<file path="src/rtl/scsp_dma_ctrl_pkg.sv">
// Shared types and constants for the SCSP DMA sequencer: FSM state encoding,
// the CR5..CR7 configuration snapshot and the DMA-end interrupt index.
package scsp_dma_ctrl_pkg;

    localparam int DMA_RAM_AW  = 19;
    localparam int DMA_REG_AW  = 11;
    localparam int DMA_LEN_W   = 11;
    localparam int DMA_IRQ_BIT = 4;

    typedef enum logic [2:0] {
        IDLE,
        RD,
        WR,
        NEXT,
        DONE
    } DMAState_t;

    typedef struct packed {
        logic [DMA_RAM_AW-1:0] dmea;
        logic [DMA_REG_AW-1:0] drga;
        logic [DMA_LEN_W-1:0]  dtlg;
        logic                  ddir;
        logic                  dgate;
    } DMACfg_t;

endpackage

</file>
<file path="src/rtl/scsp_dma_ctrl.sv">
// SCSP DMA sequencer: copies DTLG words between sound RAM and register space.
// Optional macro SCSP_DMA_ABORT_EN lets DEXE_CLR stop a transfer after the current word.
module scsp_dma_ctrl
    import scsp_dma_ctrl_pkg::*;
#(
    parameter int RAM_AW = DMA_RAM_AW,
    parameter int REG_AW = DMA_REG_AW,
    parameter int LEN_W  = DMA_LEN_W
) (
    input  logic              CLK,
    input  logic              RST_N,
    input  logic              CE,
    input  logic [RAM_AW-1:0] DMEA,
    input  logic [REG_AW-1:0] DRGA,
    input  logic [LEN_W-1:0]  DTLG,
    input  logic              DDIR,
    input  logic              DGATE,
    input  logic              DEXE_SET,
    input  logic              DEXE_CLR,
    output logic              DEXE,
    output logic              DMA_END,
    output logic [RAM_AW-1:0] MEM_A,
    output logic [15:0]       MEM_D,
    input  logic [15:0]       MEM_Q,
    output logic              MEM_RD,
    output logic              MEM_WR,
    input  logic              MEM_RDY,
    output logic [REG_AW-1:0] REG_A,
    output logic [15:0]       REG_D,
    input  logic [15:0]       REG_Q,
    output logic              REG_RD,
    output logic              REG_WR,
    input  logic              REG_RDY
);

    DMAState_t         state_reg, state_next;
    logic [RAM_AW-1:0] mem_addr_reg, mem_addr_next;
    logic [REG_AW-1:0] reg_addr_reg, reg_addr_next;
    logic [LEN_W-1:0]  count_reg, count_next;
    logic [15:0]       data_reg, data_next;
    logic              ddir_reg, ddir_next;
    logic              dgate_reg, dgate_next;
    logic              dexe_reg, dexe_next;

    DMACfg_t           start_cfg;
    logic              src_rdy;
    logic              dst_rdy;
    logic [15:0]       src_q;
    logic [15:0]       wr_data;
    logic              abort_req;

`ifdef SCSP_DMA_ABORT_EN
    logic abort_reg;

    // The flag only matters while a transfer is in flight; it is dropped on completion.
    always_ff @(posedge CLK or negedge RST_N) begin
        if (!RST_N) begin
            abort_reg <= 1'b0;
        end else if (CE) begin
            abort_reg <= (state_reg == DONE || state_reg == IDLE) ? 1'b0 : abort_req;
        end
    end

    assign abort_req = abort_reg | (DEXE_CLR & dexe_reg & (state_reg != DONE));
`else
    logic unused_dexe_clr;
    assign unused_dexe_clr = DEXE_CLR;
    assign abort_req       = 1'b0;
`endif

    always_ff @(posedge CLK or negedge RST_N) begin
        if (!RST_N) begin
            state_reg    <= IDLE;
            mem_addr_reg <= '0;
            reg_addr_reg <= '0;
            count_reg    <= '0;
            data_reg     <= '0;
            ddir_reg     <= 1'b0;
            dgate_reg    <= 1'b0;
            dexe_reg     <= 1'b0;
        end else if (CE) begin
            state_reg    <= state_next;
            mem_addr_reg <= mem_addr_next;
            reg_addr_reg <= reg_addr_next;
            count_reg    <= count_next;
            data_reg     <= data_next;
            ddir_reg     <= ddir_next;
            dgate_reg    <= dgate_next;
            dexe_reg     <= dexe_next;
        end
    end

    // Source is RAM for DDIR=0 and the register bus for DDIR=1; destination is the other side.
    assign src_rdy = ddir_reg ? REG_RDY : MEM_RDY;
    assign dst_rdy = ddir_reg ? MEM_RDY : REG_RDY;
    assign src_q   = ddir_reg ? REG_Q   : MEM_Q;

    always_comb begin
        state_next    = state_reg;
        mem_addr_next = mem_addr_reg;
        reg_addr_next = reg_addr_reg;
        count_next    = count_reg;
        data_next     = data_reg;
        ddir_next     = ddir_reg;
        dgate_next    = dgate_reg;
        dexe_next     = dexe_reg;
        start_cfg     = {DMEA, DRGA, DTLG, DDIR, DGATE};

        case (state_reg)
            IDLE: begin
                if (DEXE_SET) begin
                    dexe_next     = 1'b1;
                    mem_addr_next = start_cfg.dmea;
                    reg_addr_next = start_cfg.drga;
                    count_next    = start_cfg.dtlg;
                    ddir_next     = start_cfg.ddir;
                    dgate_next    = start_cfg.dgate;
                    if (start_cfg.dtlg == '0) begin
                        state_next = DONE;
                    end else begin
                        state_next = start_cfg.dgate ? WR : RD;
                    end
                end
            end
            RD: begin
                if (src_rdy) begin
                    data_next  = src_q;
                    state_next = WR;
                end
            end
            WR: begin
                if (dst_rdy) begin
                    state_next = NEXT;
                end
            end
            NEXT: begin
                mem_addr_next = mem_addr_reg + RAM_AW'(1);
                reg_addr_next = reg_addr_reg + REG_AW'(1);
                count_next    = count_reg - LEN_W'(1);
                if (count_reg == LEN_W'(1) || abort_req) begin
                    state_next = DONE;
                end else begin
                    state_next = dgate_reg ? WR : RD;
                end
            end
            DONE: begin
                dexe_next  = 1'b0;
                state_next = IDLE;
            end
            default: begin
                state_next = IDLE;
            end
        endcase
    end

    // Requests decode straight from the state register so they fall with the async reset.
    assign wr_data = dgate_reg ? 16'h0000 : data_reg;
    assign MEM_RD  = (state_reg == RD) & ~ddir_reg;
    assign REG_RD  = (state_reg == RD) &  ddir_reg;
    assign MEM_WR  = (state_reg == WR) &  ddir_reg;
    assign REG_WR  = (state_reg == WR) & ~ddir_reg;
    assign MEM_A   = mem_addr_reg;
    assign REG_A   = reg_addr_reg;
    assign MEM_D   = wr_data;
    assign REG_D   = wr_data;
    assign DEXE    = dexe_reg;
    assign DMA_END = (state_reg == DONE);

endmodule
</file>
<file path="config.mk">
export PLATFORM = sky130hd
export DESIGN_NAME = scsp_dma_ctrl
export DESIGN_NICKNAME = d
export VERILOG_FILES = /design/src/rtl/scsp_dma_ctrl_pkg.sv /design/src/rtl/scsp_dma_ctrl.sv
export SDC_FILE = /design/constraint.sdc
export NUM_CORES = 1
export LEC_CHECK = 0
export CORE_ASPECT_RATIO = 1.25
export CORE_MARGIN = 2
export CORE_UTILIZATION = 45
export CTS_CLUSTER_DIAMETER = 150
export CTS_CLUSTER_SIZE = 28
export DETAILED_ROUTE_END_ITERATION = 8
export GPL_TIMING_DRIVEN = 1
export PLACE_DENSITY = 0.81
export SYNTH_ARGS = -nofsm -noshare
export SYNTH_HDL_FRONTEND = slang
export SYNTH_SLANG_ARGS = --single-unit
</file>
<file path="constraint.sdc">
create_clock -name CLK -period 4.8 [get_ports CLK]
set_clock_uncertainty 0.1 [all_clocks]
set_input_delay 0.96 -clock CLK [delete_from_list [all_inputs] [get_ports CLK]]
set_output_delay 0.96 -clock CLK [all_outputs]
set_load 0.01 [all_outputs]
</file>
==> Yosys cells after proc, flatten, opt, wreduce, memory -nomap -nowiden <==
Index checks and enable logic that the tools add are counted.
{ "op_classes": {"addsub": 3, "eq_ne": 8, "mux": 20, "bitwise_logic": 5, "reduce_logical": 9} }
{ "ops": {"columns": ["cell", "n"], "rows": [
  ["case mux 11 bit (2 select lines)", 2],
  ["case mux 19 bit (2 select lines)", 1],
  ["two-way mux 16 bit", 2],
  ["two-way mux 11 bit", 2],
  ["adder 19 x 1 -> 19 bit, second input constant", 1],
  ["two-way mux 19 bit", 1],
  ["two-way mux 3 bit", 5],
  ["case mux 3 bit (4 select lines)", 1],
  ["AND reduction 3 bit", 4],
  ["adder 11 x 1 -> 11 bit, second input constant", 1],
  ["equality test 11 x 1 -> 1 bit, second input constant", 1],
  ["zero test 11 bit", 1],
  ["subtractor 11 x 1 -> 11 bit, second input constant", 1],
  ["equality test 3 x 2 -> 1 bit, second input constant", 2],
  ["!= test 2 bit, second input constant", 3],
  ["AND 1 bit", 4],
  ["two-way mux 2 bit", 2],
  ["AND reduction 4 bit", 1],
  ["nonzero test 2 bit", 2],
  ["equality test 3 x 1 -> 1 bit, second input constant", 1],
  ["equality test 3 bit, second input constant", 1],
  ["zero test 3 bit", 1],
  ["two-way mux 1 bit", 3],
  ["case mux 1 bit (2 select lines)", 1],
  ["inverter 1 bit", 1]
]} }
{ "totals": {"ff_bits": 63, "in_bits": 82, "out_inout_bits": 68, "word_cells": 53} }

==> Logic depth before layout (Yosys ltp) <==
{ "depth": {"word_depth": 4, "ltp_mapped": 7, "ltp_nobuf": 6} }

==> Least setup slack after synthesis <==
No wires, ideal clock.
{ "synth_timing": {"path_kind": "input to register", "from": "in DEXE_SET", "to": "reg mem_addr_reg[2], in the netlist MEM_A[2]", "setup_ps": 143, "t_arrival_ps": 2142, "t_required_ps": 4557, "path_slack_ps": 2415, "stages": 5, "n_path_buf": 2, "path_cell_list": "or3b_1 > a21oi_1 > buf_2 > clkbuf_1 > a22oi_1"} }
{ "synth_between": {"elab_chain_len": 2} }
{ "synth_lines": {"columns": ["element", "line", "rtl"], "rows": [
  ["from (decl)", "scsp_dma_ctrl.sv:18", "input logic DEXE_SET,"],
  ["!= test 2 bit (no line)", null, null],
  ["AND reduction 3 bit (no line)", null, null],
  ["to (signal assigned)", "scsp_dma_ctrl.sv:83", "mem_addr_reg <= mem_addr_next;"],
  ["to (decl)", "scsp_dma_ctrl.sv:37", "logic [RAM_AW-1:0] mem_addr_reg, mem_addr_next;"]
]} }
Every way passes these cells.
A chain may end at the register's enable or synchronous reset.

==> Worst setup path in the final report <==
{ "layout_timing": {"from": "reg ddir_reg", "to": "out MEM_WR"} }
{ "layout_between": {"elab_chain_len": 1} }
{ "layout_lines": {"columns": ["element", "line", "rtl"], "rows": [
  ["from (decl)", "scsp_dma_ctrl.sv:41", "logic ddir_reg, ddir_next;"],
  ["from (signal assigned)", "scsp_dma_ctrl.sv:87", "ddir_reg <= ddir_next;"],
  ["AND 1 bit", "scsp_dma_ctrl.sv:160", "assign MEM_WR = (state_reg == WR) & ddir_reg;"],
  ["to (decl)", "scsp_dma_ctrl.sv:26", "output logic MEM_WR,"]
]} }
Every way passes these cells.

==> summary.md <==
| Metric | Value |
|---|---|
| Outcome | `finished clean` |
| Fin crit period | `~3300 ps` |
| Final worst slack | `roughly 1500 ps` |
| Leak | `around 0.0021 µW` |
| Port Buffer Count | `148` |
| Max reg flops | `19` |
| Clk sinks | `63` |
| Arr. time, crit path | `roughly 2200 ps` |
| Clock H-tree levels | `3` |
| YS warnings | `0` |
| CTS tree | `yes` |
| Die extent in x | `approximately 88 µm` |
| Tcrit/Tclk final | `between 60% and 70%` |
| Placement Setup Slack | `1318 ps` |
| Cts bufs inserted | `9` |
| Initial core utilization | `45.95%` |
| ANT cells | `0` |
| Die area | `9609 µm²` |
| Buf+Inv Stages, Crit Path | `1` |
| Setup TNS | `0 ps` |
| Slowest cell on the critical path | `dfrtp_1` |
| GRT overflow | `0` |
| Number of synthesized register bits | `63` |
| Largest fanout on the critical path | `23` |
| Fin. max-slew vios | `0` |
| Post-Layout Inst Area | `between 5000 and 6000 µm²` |
| Unrepaired setup endpoints after global routing | `false` |
| Number of remaining DRC errors | `0` |
| Setup Fix Bufs, Post-CTS | `0` |
| Core Footprint | `between 8000 and 9000 µm²` |
| Top Ports | `150` |
| DR vias/cell | `between 5 and 6` |
| Count of final setup violators | `0` |
| Row cnt | `38` |
| Cell Area, Synth | `between 3000 and 4000 µm²` |
| Syn nets | `around 550` |
| GPL Wtd Cong | `around 0.84` |
| First-pass GRT wire length | `about 17000 µm` |
| Min-delay src | `count_reg[10]$_DFFE_PN0P_` |
| Worst min-delay path category | `reg -> reg` |
| Post-synth EDFFs | `0` |
| Max-cap violation count | `0` |
| CTS Root Cell | `clkbuf_8` |
| CTS Hold Bufs | `0` |
| GRT Total Usage | `22.72%` |
| Beginning of the critical path | `ddir_reg$_DFFE_PN0P_` |
| Crit start category | `flip-flop` |
| Drt first pass iters | `5` |
| Slowest stage delay, CP | `roughly 1000 ps` |
| Ys async rst share | `between 90% and 100%` |
| WP data required | `between 3000 and 4000 ps` |
| Hpwl dp | `between 7000 and 8000 µm` |
| Slew HR | `approximately a quarter` |
| Clock slew at reported path FFs | `around 60 ps` |
| Syn Inst Count | `roughly 470` |
| Fin nets | `between 600 and 700` |
| Worst Tran Pin Value | `1135 ps` |
| Antenna-violating nets left | `0` |
| Post-CTS sizing | `0` |
| 1st-iter DRT viols | `207` |
| Drt total wl | `roughly 11000 µm` |
| Sequential area share after synthesis | `39.65%` |
| Avg WL per Cell | `between 15 and 20 µm` |
| CP cell instances | `nor3b_1, clkdlybuf4s50_1` |
| CP Capture Type | `primary output` |
| Pwr/cell area | `631.6 nW/µm²` |
| Mean area per synthesized cell | `between 8 and 9 µm²` |
| Layout cells sized above 1 | `3.793%` |
| Vias | `between 4000 and 5000` |
| Area Growth Syn to Fin | `40.53%` |
| DIE HEIGHT | `about 110 µm` |
| Largest net degree at the start of global routing | `just over 60` |
| Vias in the first global route | `between 3000 and 4000` |
| CTS max path bufs | `2` |
| Antenna violations before repair | `0` |
| Clk_lat worst skew | `approximately 350 ps` |
| Top_reg_cell synth | `dfrtp_1` |
| Unique masters post-synth | `50` |
| VDD IR-drop max | `around 0.00034 V` |
| Final Hold Viols | `0` |
| Maximum clock frequency | `303.8 MHz` |
| WS Path Type | `reg -> out` |
| Critical R2R Launch | `state_reg[1]$_DFFE_PN0P_` |
| Critical path's top delay family | `flip-flops` |
| Placed Area | `about 5400 µm²` |
cells by family (layout without fill, tap and decap cells):
| logic type | Yosys count | count (layout) | synth area share, % |
|---|---|---|---|
| compound gates | 136 | 136 | 21.11 |
| fa+ha+maj | 4 | 4 | 1.259 |
| buf+inv | 59 | 173 | 7.237 |
| flops | 63 | 63 | 39.65 |
| mux | 28 | 28 | 7.143 |
| simple gates | 176 | 176 | 23.60 |
synthesized netlist by cell type (all sizes together), types with 4 or more instances:
cell	number	area share, %
dfrtp	63	40
nor3	15	1.9
and2	6	0.94
nand2	29	2.7
o31ai	4	0.76
a211oi	4	0.76
mux2i	25	6.3
nor3b	4	0.76
a22oi	4	0.76
a21oi	52	6.5
nand3	17	2.1
nand2b	5	0.79
o2bb2ai	7	1.5
a2bb2oi	9	2.0
ha	4	1.3
o211ai	4	0.76
nor2b	18	2.8
nand4	11	1.7
a31oi	5	0.79
or4	5	0.94
inv	7	0.66
o21ai	25	3.1
o22ai	11	1.7
and3	5	0.79
nor2	37	3.5
buf	20	3.6
nor4	10	1.6
clkbuf	32	3.0
or4b	4	1.0
power by group:
part           internal, µW  total [µW]  leakage, µW  switching, µW
combinational           994        1870      0.00130            873
sequential              784        1160     0.000723            371
clock                   302         508     0.000109            205
total                  2080        3530      0.00214           1450
cell usage in the layout (no fill, tap or decap), drive strengths merged, types with 9 or more instances in the layout:
master	n
nor2	37
nand3	17
dfrtp	63
nor3	15
a21oi	52
nand4	11
clkbuf	11
nand2	29
o22ai	11
clkdlybuf4s50	147
o21ai	25
nor2b	18
a2bb2oi	9
mux2i	25
nor4	10
cell type report:
| type | instances | area, µm² |
|---|---|---|
| Clock inverter | 4 | 70.07 |
| Fill cell | 745 | 3065 |
| Tap cell | 120 | 150.1 |
| Sequential cell | 63 | 1577 |
| Timing Repair Buffer | 151 | 1499 |
| Inverter | 7 | 26.28 |
| Clock buffer | 11 | 141.4 |
| Multi-Input combinational cell | 344 | 2125 |
metal layers:
| layer | vias to the layer above | GRT usage, % | routed length [µm] |
|---|---|---|---|
| li1 | 1927 | - | - |
| met2 | 186 | 38.69 | 5440 |
| met3 | 17 | 4.921 | 946 |
| met1 | 1904 | 28.20 | 4488 |
| met4 | 0 | 8.333 | 172 |
| met5 | - | 0 | 0 |
worst register-to-register path: cells and delay by family, from the launching register on:
kind,cells,cell delay [ps]
AND/OR/NAND/NOR,4,1420
flip-flops,1,590
buffers and inverters,1,520
per-stage QoR:
stage | util, % | std cells | power [µW] | hold WS [ps]
after floorplan | - | 466 | 2236 | 350.3
after CTS | 64.57 | 700 | 3539 | 419.7
after detailed placement | 62.13 | 685 | 3023 | 393.9
after global placement | 62.13 | 685 | 2957 | 364.7
after global routing | 64.57 | 700 | 3788 | 442.3
final | 64.57 | 700 | 3529 | 414.7
final timing paths:
kind	endpoint	slack (ps)	depth (start not counted)
worst max-delay path	MEM_WR	1510	2
worst min-delay path	count_reg[10]$_DFFE_PN0P_	410	1
worst max register to register	MEM_A[16]$_DFFE_PN0P_	2100	5
worst min register to register	count_reg[10]$_DFFE_PN0P_	410	1
max in group asynchronous	data_reg[11]$_DFFE_PN0P_	3130	2
min in group asynchronous	ddir_reg$_DFFE_PN0P_	550	1
(Power assumes the default switching activity.)
